<file path="src/rtl/eq_pipe_pkg.sv">
// eq_pipe_pkg: shared width default, result-width derivation and stage-valid type for eq_pipe_hs
package eq_pipe_pkg;
  localparam int W_DEF = 8;
  typedef logic [2:0] valid_t;
  function automatic int ow_f(input int w);
    return 2 * w + 1;
  endfunction
endpackage

</file>
<file path="src/rtl/eq_pipe_stage.sv">
// eq_pipe_stage: one pipeline slot (valid bit + data) with load enable, flush and async active-low reset
module eq_pipe_stage #(
  parameter int DW = 8
) (
  input  logic          clk,
  input  logic          rst,
  input  logic          en,
  input  logic          flush,
  input  logic          vin,
  input  logic [DW-1:0] din,
  output logic          vout,
  output logic [DW-1:0] dout
);
  // load on enable; flush clears the valid bit even while the pipe is frozen
  always_ff @(posedge clk or negedge rst)
    if (!rst) begin
      vout <= 1'b0;
      dout <= '0;
    end else begin
      if (en) begin
        vout <= vin;
        dout <= din;
      end
      if (flush) vout <= 1'b0;
    end
endmodule

</file>
<file path="src/rtl/eq_pipe_hs.sv">
// eq_pipe_hs: 3-stage handshaked E = A*B + C*C + OFFSET pipeline; EQ_PIPE_STAGE_TAP_EN adds stage debug taps
module eq_pipe_hs
  import eq_pipe_pkg::*;
#(
  parameter int          W      = W_DEF,
  parameter int unsigned OFFSET = 0,
  localparam int         OW     = ow_f(W)
) (
  input  logic          clk,
  input  logic          rst,
  input  logic          stall,
  input  logic          flush,
  input  logic          in_valid,
  output logic          in_ready,
  input  logic [W-1:0]  A,
  input  logic [W-1:0]  B,
  input  logic [W-1:0]  C,
  output logic          out_valid,
  input  logic          out_ready,
  output logic [OW-1:0] E
`ifdef EQ_PIPE_STAGE_TAP_EN
  ,
  output logic [2*W-1:0] s1,
  output logic [OW-1:0]  s2,
  output logic [OW-1:0]  s3,
  output valid_t         tap_valid
`endif
);
  localparam logic [OW-1:0] OFF = OW'(OFFSET);
  logic v1, v2, v3, adv1, adv2, adv3;
  logic [2*W-1:0] p1, p2, p1_q, p2_q;
  logic [OW-1:0] s, s_q;
  valid_t v;
  assign v = {v3, v2, v1};
  // bubbles collapse: a stage moves whenever it is empty or the one ahead moves
  assign adv3 = out_ready | ~v[2];
  assign adv2 = ~v[1] | adv3;
  assign adv1 = ~v[0] | adv2;
  assign in_ready = ~stall & adv1;
  assign out_valid = v[2];
  assign p1 = {{W{1'b0}}, A} * {{W{1'b0}}, B};
  assign p2 = {{W{1'b0}}, C} * {{W{1'b0}}, C};
  assign s = {1'b0, p1_q} + {1'b0, p2_q};
  eq_pipe_stage #(.DW(4*W)) u_st1 (
    .clk(clk), .rst(rst), .en(adv1 & ~stall), .flush(flush),
    .vin(in_valid), .din({p1, p2}), .vout(v1), .dout({p1_q, p2_q})
  );
  eq_pipe_stage #(.DW(OW)) u_st2 (
    .clk(clk), .rst(rst), .en(adv2 & ~stall), .flush(flush),
    .vin(v1), .din(s), .vout(v2), .dout(s_q)
  );
  eq_pipe_stage #(.DW(OW)) u_st3 (
    .clk(clk), .rst(rst), .en(adv3 & ~stall), .flush(flush),
    .vin(v2), .din(s_q + OFF), .vout(v3), .dout(E)
  );
`ifdef EQ_PIPE_STAGE_TAP_EN
  assign s1 = p1_q;
  assign s2 = s_q;
  assign s3 = E;
  assign tap_valid = v;
`endif
endmodule
</file>
<file path="config.mk">
export PLATFORM = sky130hd
export DESIGN_NAME = eq_pipe_hs
export DESIGN_NICKNAME = d
export VERILOG_FILES = /design/src/rtl/eq_pipe_pkg.sv /design/src/rtl/eq_pipe_stage.sv /design/src/rtl/eq_pipe_hs.sv
export SDC_FILE = /design/constraint.sdc
export NUM_CORES = 1
export LEC_CHECK = 0
export ABC_AREA = 1
export CORE_ASPECT_RATIO = 0.75
export CORE_MARGIN = 2
export CORE_UTILIZATION = 55
export CTS_BUF_LIST = sky130_fd_sc_hd__clkbuf_8
export DETAILED_ROUTE_END_ITERATION = 12
export PLACE_DENSITY = 0.75
export SYNTH_ARGS = -nofsm -noshare
export SYNTH_HDL_FRONTEND = slang
export SYNTH_HIERARCHICAL = 1
export SYNTH_SLANG_ARGS = --single-unit
export TNS_END_PERCENT = 30
</file>
<file path="constraint.sdc">
create_clock -name clk -period 3.5 [get_ports clk]
set_input_delay 0.525 -clock clk [delete_from_list [all_inputs] [get_ports clk]]
set_output_delay 0.525 -clock clk [all_outputs]
set_load 0.01 [all_outputs]
</file>
==> summary.txt, run 1 <==
GRT
  – Largest net degree at the start of global routing: 67
  – Vias in the first global route: 6577
  – GRT overflow: 0
  – Total track usage: 23.2%
  – First-pass GRT wire length: 29300 um
  – Initial antenna violation count: 0

Timing
  – Final min period: 3680 ps
  – Final Hold Violating Endpoints: 0
  – Slew HR: 36.1%
  – Final setup viols: 18
  – Fin. max-slew vios: 0
  – Max Clock Skew: 9.37 ps
  – Hold Slack: 303 ps
  – Setup_tns: -2010 ps
  – Actual slew at the worst max-slew pin: 956 ps
  – Unrepaired setup endpoints after global routing: true
  – PnR worst setup slack: -182 ps
  – Fin crit share: 105%
  – Maximum clock frequency: 0.272 GHz

Drt
  – Vias/cell: approximately 4.8
  – ANT nets after route: 0
  – DRT iter0 DRCs: between 300 and 400
  – WL/cell: 12.0 um
  – Post-Route WL: 17100 um
  – Residual DRC: 0
  – Detailed Routing Iterations Pass 1: 5
  – Vias: a little under 7000

Worst setup path
  – FF-to-FF path depth: 11
  – R2R Setup Slk: approximately 1600 ps
  – Slowest cell delay on critical path: between 500 and 600 ps
  – CP Capture Type: flip-flop
  – R2r startpoint: u_st1/dout[0]
  – Reg-to-Reg End: u_st2/dout[8]
  – Worst Path Max Fanout: 5
  – Most frequent CP cell: fa_1
  – Crit path max-delay family: adder cells
  – Arr. time, crit path: 3960 ps
  – CP bufs+invs: 4
  – Worst path cell trace: buf_8, nand2_4, fa_1, fa_1, inv_2, fa_1, inv_1, fa_1, inv_2, ha_4, nand2_4, a21oi_2, o21ai_1, nand3_1, nand2_1, nand2_1, nand2_1, o21ai_2
  – WP data required: 3770 ps
  – Critical Path Slowest Stage Cell: fa_1
  – Critical path class: in -> reg
  – CP Launch Type: input pin

Floorplanning
  – Core Rows: 38
  – Initial core utilization: 56.0%
  – DIE WIDTH: ~140 um
  – Die Ht: 109 um
  – Die area: between 15000 and 20000 um2
  – Core Region: 14400 um2
  – # IOs: 49

Clock tree
  – TritonCTS Buffers: 9
  – # clock sinks: around 70
  – H-tree depth: 3
  – CTS tree: done
  – Later-pin clock latency in the skew report: between 300 and 400 ps
  – CTS Hold Buffers Added: 0
  – Worst-path clk slew: 80 ps
  – CTS max path bufs: 2
  – Clock root buffer: clkbuf_8

Pwr
  – Internal power: 3.49 mW
  – Logic pwr share: 72.3%
  – Clk pwr share: 9.3%
  – Pwr per Cell Area: 682 nW/um2
  – Maximum vdd drop: approximately 0.3 mV
  – Seq pwr share: 18.4%
  – Psw: 3.29 mW
  – Leakage: 5.81 nW
  – Sw Ratio: 48.6%

Synth
  – Post-Synth Adder-Cell Area: 28.1%
  – Synth area leaders: dfrtp_1 21%, fa_1 15%, nand2_1 15%
  – Synth top area share: 21.4%
  – Post-synth top area cell: dfrtp_1
  – Synth Register Bits: around 70
  – Post-Synth Simple-Gate Area: 22.0%
  – Most instantiated library cell after synthesis: nand2_1
  – Synth Net Count: 1291
  – Synth Area in XOR/XNOR: 3.04%
  – Post-Syn Instances: 1117
  – Post-synthesis compound-gate area fraction: under 10%
  – Main combinational cell family by area after synthesis: adder cells
  – Fraction of registers with async set/reset: 100%
  – Post-synth top cells: 312 x nand2_1, 302 x inv_1, 82 x ha_1, 69 x dfrtp_1, 62 x fa_1
  – Multiplexer area fraction after synthesis: 0%
  – Post-synthesis sequential area ratio: 21.4%
  – Synth unique cells: 37
  – Number of synthesis warnings: 6
  – Avg Inst Size Synth: 7.23 um2
  – Post-Synthesis Cell Area: a little over 8000 um2
  – Post-synth EDFFs: 0
  – Top_reg_cell synth: dfrtp_1

Layout
  – Filler cells: 1170
  – Final core utilization: 69.1%
  – Cell Count, Final, Fillers Out: 1426
  – Share of cells above drive strength 1: 23.7%
  – Nets: between 1000 and 1500
  – Ant diodes: 0
  – Syn-to-layout area delta: 23.2%

Place
  – Placed Instances: 1406
  – DP HPWL: 13200 um
  – GPL Wtd Cong: 0.920
  – Port bufs: 48

Worst hold path
  – Hold crit path type: in -> async

Run status
  – Status: finished, violations left
  – Failing checks: negative setup slack

Run
  – Max_cap viols: 0
==> repair_timing <==
action	4_1_cts	5_1_grt
gates resized for setup	209	55
setup buffers	5	0
endpoints found under the hold margin	0	0
pin swaps	55	24
setup endpoints to repair	22	20
==> registers in the layout, indices dropped and copies added, names as in the netlist <==
name	count
u_st1/dout	32
u_st1/vout	1
u_st2/dout	17
u_st2/vout	1
u_st3/dout	17
u_st3/vout	1
==> layout make-up <==
class | count | area, um2 | area share [%]
Clock buffer | 9 | 124 | 1.24
Clock inverter | 6 | 65.1 | 0.654
Inverter | 306 | 1150 | 11.5
Multi-Input combinational cell | 705 | 5490 | 55.2
Sequential cell | 69 | 1730 | 17.4
Tap cell | 200 | 250 | 2.52
Timing Repair Buffer | 131 | 1150 | 11.5
==> metal layers <==
layer  global-route usage, %  vias to the layer above  wire [um]
met2                    37.1                      128       7670
met5                       0                        -          0
met3                    4.39                       13        831
li1                        -                     3510          -
met1                    33.6                     3147       8520
met4                    3.78                        0        109
==> power groups by stage <==
stage,Combinational (mW),Clock (mW),Sequential [mW]
final,4.90,0.630,1.25
after global routing,5.48,0.687,1.29
after CTS,4.54,0.652,1.25
after detailed placement,4.17,0,1.27
after global placement,4.11,0,1.26
after floorplan,3.03,0,1.26
==> worst reg2reg max path, stage by stage, from the launching register on <==
cell	delay, ps
dfrtp_1	350
ha_1	170
inv_1	50
fa_1	390
inv_1	90
nand3_1	70
nand3_1	140
nand2_1	80
nand3_1	110
xor2_1	220
nand2_1	110
o21ai_2	90
==> worst max-delay path by stage <==
stage | from | end | slack, ps | cells after the start
6_report | B[5] | u_st1/dout[28] | -180 | 18
5_1_grt | A[3] | u_st1/dout[31] | -300 | 19
4_1_cts | C[5] | u_st1/dout[15] | -170 | 20
3_5_place_dp | A[4] | u_st1/dout[26] | -1040 | 18
3_3_place_gp | A[4] | u_st1/dout[26] | -990 | 18
2_1_floorplan | C[6] | u_st1/dout[11] | -260 | 18
==> cell usage in the layout, fill, tap and decap left out, types with 12 or more instances in the layout <==
master,count
a21oi_1,12
buf_4,81
buf_6,13
clkdlybuf4s50_1,23
dfrtp_1,69
fa_1,57
ha_1,72
inv_1,282
inv_2,23
nand2_1,267
nand2_2,39
nand2_4,13
nand3_1,25
nand3_2,13
nor2_1,33
o21ai_0,37
o21ai_2,26
xor2_1,18
==> stage by stage <==
stage | worst slack, ps | area (um2) | power, mW
2_1_floorplan | -258 | 8310 | 4.29
3_3_place_gp | -992 | 9270 | 5.37
3_5_place_dp | -1040 | 9270 | 5.44
4_1_cts | -169 | 9750 | 6.44
5_1_grt | -303 | 9950 | 7.45
6_report | -182 | 9950 | 6.78
==> kinds of logic (layout without fill, tap and decap cells) <==
logic type      after synthesis  in the layout
simple gates                427            427
buf+inv                     343            452
fa+ha+maj                   144            144
compound gates              105            105
flops                        69             69
xor+xnor                     28             28
other cells                   1              1
Note: power is estimated with default switching activity, not from simulation.
==> run 2: changes to the inputs <==
--- a/config.mk
+++ b/config.mk
@@ -16,4 +16,3 @@
 export SYNTH_HDL_FRONTEND = slang
 export SYNTH_HIERARCHICAL = 1
 export SYNTH_SLANG_ARGS = --single-unit
-export TNS_END_PERCENT = 30
==> constraint.sdc (replaced) <==
create_clock -name clk -period 3.5 [get_ports clk]
set_input_delay 1.05 -clock clk [delete_from_list [all_inputs] [get_ports clk]]
set_output_delay 1.05 -clock clk [all_outputs]
set_load 0.01 [all_outputs]
==> run 2 against run 1 <==
  * The run still ends with negative setup slack left
  * Largest power group unchanged
  * Total power grew 6.0%
  * Critical endpoint is now u_st1/dout[30]
  * Flip-flop and latch count stayed put
  * First-iteration DRC count is 27% higher
  * Final area rose by 4.7%
==> summary.txt, run 2 (synthesized netlist as in run 1, its figures left out) <==
Timing
  – Fin. max-slew vios: 0
  – Max Clock Skew: 7.53 ps
  – Slew HR: 48.4%
  – Final min period: 4140 ps
  – Maximum clock frequency: 0.242 GHz
  – Unrepaired setup endpoints after global routing: true
  – Fin crit share: 118%
  – Final setup viols: 22
  – Final Hold Violating Endpoints: 0
  – PnR worst setup slack: -640 ps
  – Actual slew at the worst max-slew pin: 773 ps

Layout
  – Ant diodes: 0
  – Biggest register: u_st1/dout
  – Commonest cells after routing, fill and taps aside: 267 x inv_1, 255 x nand2_1, 76 x buf_4
  – Top Registers: u_st1/dout: 32 flops, u_st2/dout: 17 flops, u_st3/dout: 17 flops
  – Cell Count, Final, Fillers Out: about 1400
  – Most common cell after layout, fill and taps aside: inv_1
  – Filler cells: 1106
  – Syn-to-layout area delta: 29.1%
  – Area of the multi-input gates: 5810 um2
  – Number of flip-flops in the largest register: 32
  – Nets: roughly 1400
  – Share of cells above drive strength 1: 29.1%
  – FF+latch area: roughly 1700 um2

Drt
  – Residual DRC: 0
  – DRT iter0 DRCs: 441
  – Post-Route WL: 18100 um
  – ANT nets after route: 0
  – Vias: 7040
  – Detailed Routing Iterations Pass 1: 6
  – Vias/cell: roughly 5
  – WL/cell: 12.6 um

Worst setup path
  – Slowest cell delay on critical path: between 500 and 600 ps
  – Critical Path Slowest Stage Cell: fa_1
  – R2R Setup Slk: 1480 ps
  – CP Capture Type: flip-flop
  – Reg-to-Reg End: u_st2/dout[16]
  – Critical path class: in -> reg
  – R2r startpoint: u_st1/dout[16]
  – Arr. time, crit path: ~4400 ps
  – Most frequent CP cell: nand2_4
  – CP bufs+invs: 5
  – FF-to-FF path depth: 12
  – Crit path max-delay family: adder cells
  – Worst Path Max Fanout: 4
  – CP Launch Type: input pin
  – Worst path cell trace: buf_8, buf_6, nand2_2, inv_2, fa_2, fa_1, fa_1, inv_1, fa_1, inv_2, ha_4, nand2_4, nand2_4, nand2_4, nand2_4, nand2_2, nand3_2, nand2_1, nand2_1, nand2_1, o21ai_1
  – WP data required: 3720 ps

Clock tree
  – Clock root buffer: clkbuf_8
  – # clock sinks: 69
  – CTS tree: done
  – Later-pin clock latency in the skew report: 360 ps
  – CTS max path bufs: 2
  – TritonCTS Buffers: 9
  – Worst-path clk slew: 80 ps
  – CTS Hold Buffers Added: 0
  – H-tree depth: 3

Floorplanning
  – Die Ht: 109 um
  – # IOs: 49
  – Die area: about 16000 um2
  – DIE WIDTH: 144 um
  – Initial core utilization: 56.0%
  – Core Rows: 38
  – Core Region: roughly 14000 um2

Pwr
  – Post-route total power: 7.19 mW
  – Maximum vdd drop: 0.320 mV
  – Leakage: 5.94 nW
  – Pwr per Cell Area: 690 nW/um2

Place
  – GPL Wtd Cong: 0.915
  – Port bufs: 48
  – DP HPWL: 13900 um
  – Placed Instances: 1411

GRT
  – Total track usage: 24.5%
  – Largest net degree at the start of global routing: between 60 and 70
  – First-pass GRT wire length: around 30000 um
  – Initial antenna violation count: 0
  – Vias in the first global route: 6750
  – GRT overflow: 0

Run status
  – Status: finished, violations left
  – Failing checks: negative setup slack

Worst hold path
  – Hold EP: u_st3/dout[7]
  – Hold Path Cell Cnt: 2
  – Hold crit path type: reg -> reg
  – Hold Path Origin: u_st2/dout[7]

Run
  – Max_cap viols: 0
## run 2: where the power goes
group | total [mW] | switching [mW] | internal [mW]
combinational | 5.34 | 3.04 | 2.30
sequential | 1.26 | 0.172 | 1.09
clock | 0.585 | 0.328 | 0.257
## run 2: final cells by class
| class | instances | share of cell area, % |
|---|---|---|
| Sequential cell | 69 | 16.6 |
| Tap cell | 200 | 2.40 |
| Timing Repair Buffer | 142 | 12.5 |
| Clock buffer | 9 | 1.19 |
| Multi-Input combinational cell | 705 | 55.8 |
| Inverter | 306 | 11.0 |
| Clock inverter | 7 | 0.480 |
## run 2: worst max path at each step
stage / startpoint / to / slack (ps) / cells after the start
finish: A[2] / u_st1/dout[30] / -640 / 21
global route: A[2] / u_st1/dout[30] / -750 / 21
global placement: A[3] / u_st1/dout[30] / -1480 / 20
CTS: C[6] / u_st1/dout[9] / -610 / 17
detailed placement: B[6] / u_st1/dout[29] / -1530 / 18
floorplan: C[6] / u_st1/dout[11] / -780 / 18
## run 2: metal layers
layer  global-route usage, %  vias up  routed length (um)
li1                        -     3535                   -
met1                    36.4     3329                8850
met2                    38.2      167                8130
met3                    4.22        9                 962
met4                    3.99        0                 110
met5                       0        -                   0
## run 2: worst register-to-register path, cell delays in order, from the launching register on
cell      delay [ps]
dfrtp_1          400
ha_1             190
inv_1             60
fa_1             400
inv_1            100
nand3_1           70
nand3_1          160
nand2_1           70
nand3_1          120
nand3b_1          90
nand2_1          120
nand2_1           60
o21ai_0          100
## run 2: repair_timing
action	CTS	global route
setup buffers	6	6
pin swaps	66	75
resized for setup	233	90
endpoints found under the hold margin	0	0
setup endpoints to repair	24	25
## run 2: stage by stage
stage                     cell area (um2)  hold WS, ps  setup TNS, ps  worst slack, ps  util, %
final                               10400          486         -11290             -640     72.3
after global routing                10400          497         -14100             -755     72.3
after CTS                           10100          486         -10970             -613     70.0
after detailed placement             9500          464         -32330            -1530     65.9
after global placement               9500          462         -31330            -1480     65.9
after floorplan                      8620          453         -13160             -780        -
==> run 3: changes to the inputs <==
--- a/config.mk
+++ b/config.mk
@@ -8,11 +8,9 @@
 export ABC_AREA = 1
 export CORE_ASPECT_RATIO = 0.75
 export CORE_MARGIN = 2
-export CORE_UTILIZATION = 55
+export CORE_UTILIZATION = 40
 export CTS_BUF_LIST = sky130_fd_sc_hd__clkbuf_8
 export DETAILED_ROUTE_END_ITERATION = 12
-export PLACE_DENSITY = 0.75
 export SYNTH_ARGS = -nofsm -noshare
 export SYNTH_HDL_FRONTEND = slang
-export SYNTH_HIERARCHICAL = 1
 export SYNTH_SLANG_ARGS = --single-unit
==> constraint.sdc (replaced) <==
create_clock -name clk -period 4.2 [get_ports clk]
set_input_delay 1.26 -clock clk [delete_from_list [all_inputs] [get_ports clk]]
set_output_delay 1.26 -clock clk [all_outputs]
set_load 0.01 [all_outputs]
==> run 3 against run 2 <==
  * The flow still finishes with violations (negative setup slack)
  * Die area is 29% higher
  * Critical endpoint is now u_st1.dout[27]
  * Clock skew increased by 3.1 ps
  * Wire length decreased by 6.9%
  * Clock-buffer cell count stayed put
  * Synthesized cell count is 2.6% lower
  * First-iteration DRC count up 3.9%
  * Combinational power decreased by 25%
  * Clock power rose by 0.9%
  * Via count decreased by 5.3%
  * Largest cell class unchanged
  * Sequential share of layout area up 0.73 points
  * Final cell count rose by 0.83%
==> summary.txt, run 3 <==
Pwr
  – Psw: 2.66 mW
  – Logic pwr share: a little under three quarters
  – Internal power: 2.98 mW
  – Pwr per Cell Area: about 570 nW/um2
  – Sw Ratio: 47.2%
  – Maximum vdd drop: 0.253 mV
  – Clk pwr share: around a tenth
  – Leakage: 5.69 nW
  – Seq pwr share: 18.5%

Timing
  – Slew HR: 38.2%
  – Unrepaired setup endpoints after global routing: true
  – Fin crit share: 101%
  – Final Hold Violating Endpoints: 0
  – Setup_tns: -123 ps
  – Final setup viols: 4
  – Final min period: 4250 ps
  – PnR worst setup slack: -53.7 ps
  – Actual slew at the worst max-slew pin: 926 ps
  – Max Clock Skew: 10.6 ps
  – Hold Slack: 475 ps
  – Maximum clock frequency: 0.235 GHz
  – Fin. max-slew vios: 0

Floorplanning
  – Core Rows: between 40 and 50
  – Initial core utilization: 41.0%
  – Die area: 20200 um2
  – Die Ht: around 120 um
  – DIE WIDTH: ~160 um
  – Core Region: 18600 um2
  – # IOs: 49

Layout
  – Most common cell after layout, fill and taps aside: nand2_1
  – Biggest register: u_st1.dout
  – Nets: 1372
  – Ant diodes: 0
  – Cell Count, Final, Fillers Out: 1450
  – Share of cells above drive strength 1: 23.1%
  – Commonest cells after routing, fill and taps aside: 314 x nand2_1, 224 x inv_1, 82 x buf_4
  – Final core utilization: 52.8%
  – Number of flip-flops in the largest register: 31
  – Final Cell Area: 9830 um2
  – Syn-to-layout area delta: 28.8%
  – Top Registers: u_st1.dout: 31 flops, u_st2.dout: 17 flops, u_st3.dout: 17 flops

Worst setup path
  – Critical path class: in -> reg
  – WP data required: about 4400 ps
  – CP bufs+invs: 4
  – CP Capture Type: flip-flop
  – Slowest cell delay on critical path: approximately 550 ps
  – Arr. time, crit path: 4490 ps
  – CP Launch Type: input pin
  – Worst Path Max Fanout: 6
  – Crit path max-delay family: adder cells
  – Worst path cell trace: buf_12, nand2_4, inv_2, fa_1, fa_1, fa_1, inv_1, fa_1, inv_2, ha_4, nand2_2, nand2_2, nand2_2, nand2_2, a21oi_2, or2_1, nand3_1, nand2_1
  – Critical Path Slowest Stage Cell: fa_1

Clock tree
  – CTS max path bufs: 2
  – # clock sinks: 68
  – H-tree depth: 3
  – Clock root buffer: clkbuf_8
  – TritonCTS Buffers: 9
  – CTS tree: done
  – Worst-path clk slew: approximately 70 ps
  – Later-pin clock latency in the skew report: 350 ps

Drt
  – Post-Route WL: 16800 um
  – Detailed Routing Iterations Pass 1: 5
  – Vias: ~6700
  – Residual DRC: 0
  – WL/cell: 11.6 um
  – ANT nets after route: 0
  – DRT iter0 DRCs: roughly 460
  – Vias/cell: 4.60

Synth
  – Fraction of registers with async set/reset: 100%
  – Synth unique cells: 32
  – Most instantiated library cell after synthesis: nand2_1
  – Number of synthesis warnings: 0
  – Synth area leaders: dfrtp_1 22%, nand2_1 18%, fa_1 16%
  – Post-Synthesis Cell Area: roughly 7600 um2
  – Post-synth EDFFs: 0
  – Post-Syn Instances: 1088
  – Synth top area share: between 20 and 25%
  – Synth Net Count: 1261
  – Top_reg_cell synth: dfrtp_1
  – Post-synthesis sequential area ratio: 22.3%
  – Synth Register Bits: 68
  – Post-synth top area cell: dfrtp_1
  – Avg Inst Size Synth: roughly 7 um2
  – Post-synth top cells: 371 x nand2_1, 253 x inv_1, 82 x ha_1, 68 x dfrtp_1, 61 x fa_1

GRT
  – Largest net degree at the start of global routing: 44
  – Total track usage: 17.6%
  – First-pass GRT wire length: 29000 um
  – Vias in the first global route: approximately 6400
  – GRT overflow: 0
  – Initial antenna violation count: 0

Run
  – Max_cap viols: 0

Run status
  – Status: finished, violations left
  – Failing checks: negative setup slack

Place
  – Placed Area: 9050 um2
  – Placed Instances: 1431
  – DP HPWL: around 14000 um
  – GPL Wtd Cong: 0.882
  – Port bufs: 48

Worst hold path
  – Hold crit path type: reg -> reg
## run 3: cell types whose count changed in the layout (fill, tap and decap cells not counted), moves of 9 or more
cell | before | now
inv_2 | 38 | 29
nand2_1 | 255 | 314
o21ai_1 | 17 | 5
o21ai_2 | 27 | 1
o21ai_0 | 29 | 19
inv_1 | 267 | 224
nand3_1 | 19 | 41
buf_6 | 26 | 9
xor2_1 | 17 | 6
## run 3: cells by family (layout without fill, tap and decap cells)
group	Yosys count	in the layout	synth area share (%)
adder cells (fa/ha/maj)	143	143	29.4
AO/OA/AOI/OAI	61	61	4.59
XOR/XNOR	17	17	1.95
AND/OR/NAND/NOR	512	512	27.2
buffers and inverters	287	402	14.6
flip-flops	68	68	22.3
## run 3: layout make-up
cell class | count | area [um2]
fill | 1839 | 8780
clock inverter | 6 | 90.1
clock buffer | 9 | 124
timing repair buffer | 132 | 1180
tap | 247 | 309
multi-input combinational | 733 | 5470
sequential | 68 | 1700
inverter | 255 | 962
## run 3: timing repair
item	CTS	global route
setup buffers	3	1
pin swaps	46	49
hold buffers	0	0
setup endpoints to repair	22	19
resized for setup	198	87
hold endpoints to repair	0	0
## run 3: worst paths after layout
| check | startpoint | end | slack, ps | depth (start not counted) |
|---|---|---|---|---|
| worst max-delay path | A[3] | u_st1.dout[27] | -50 | 18 |
| worst min-delay path | u_st2.dout[9] | u_st3.dout[9] | 470 | 2 |
| max in group asynchronous | rst | u_st1.dout[29] | 2250 | 2 |
| worst min register to register | u_st2.dout[9] | u_st3.dout[9] | 470 | 2 |
| worst max register to register | u_st1.dout[26] | u_st2.dout[16] | 2340 | 9 |
| min in group asynchronous | rst | u_st3.dout[5] | 1040 | 1 |
## run 3: stage by stage
| step | worst slack, ps | total power [mW] |
|---|---|---|
| after global routing | -168 | 6.24 |
| after detailed placement | -1030 | 4.55 |
| after global placement | -993 | 4.51 |
| after floorplan | -299 | 3.54 |
| after CTS | -63.5 | 5.41 |
| final | -53.7 | 5.64 |
## run 3: power groups by stage
stage | registers (mW) | clock network [mW] | logic, mW
2_1_floorplan | 1.05 | 0 | 2.49
3_3_place_gp | 1.05 | 0 | 3.46
3_5_place_dp | 1.06 | 0 | 3.49
4_1_cts | 1.05 | 0.606 | 3.76
5_1_grt | 1.07 | 0.635 | 4.53
6_report | 1.04 | 0.590 | 4.01
## run 3: worst reg2reg max path: stages (launching register included)
cell,delay (ps)
dfrtp_1,390
ha_1,410
nand2_1,170
inv_1,60
a21oi_1,260
nor2_1,80
nor3_1,200
nand2_1,80
nand2_1,60
nand2_1,60
## run 3: routing by layer
| metal | wire, um | track usage (%) | vias to the layer above |
|---|---|---|---|
| met4 | 65 | 2.19 | 0 |
| met1 | 8870 | 26.7 | 3080 |
| met2 | 7120 | 27.2 | 109 |
| met3 | 758 | 2.70 | 7 |
| met5 | 0 | 0 | - |
| li1 | - | - | 3469 |
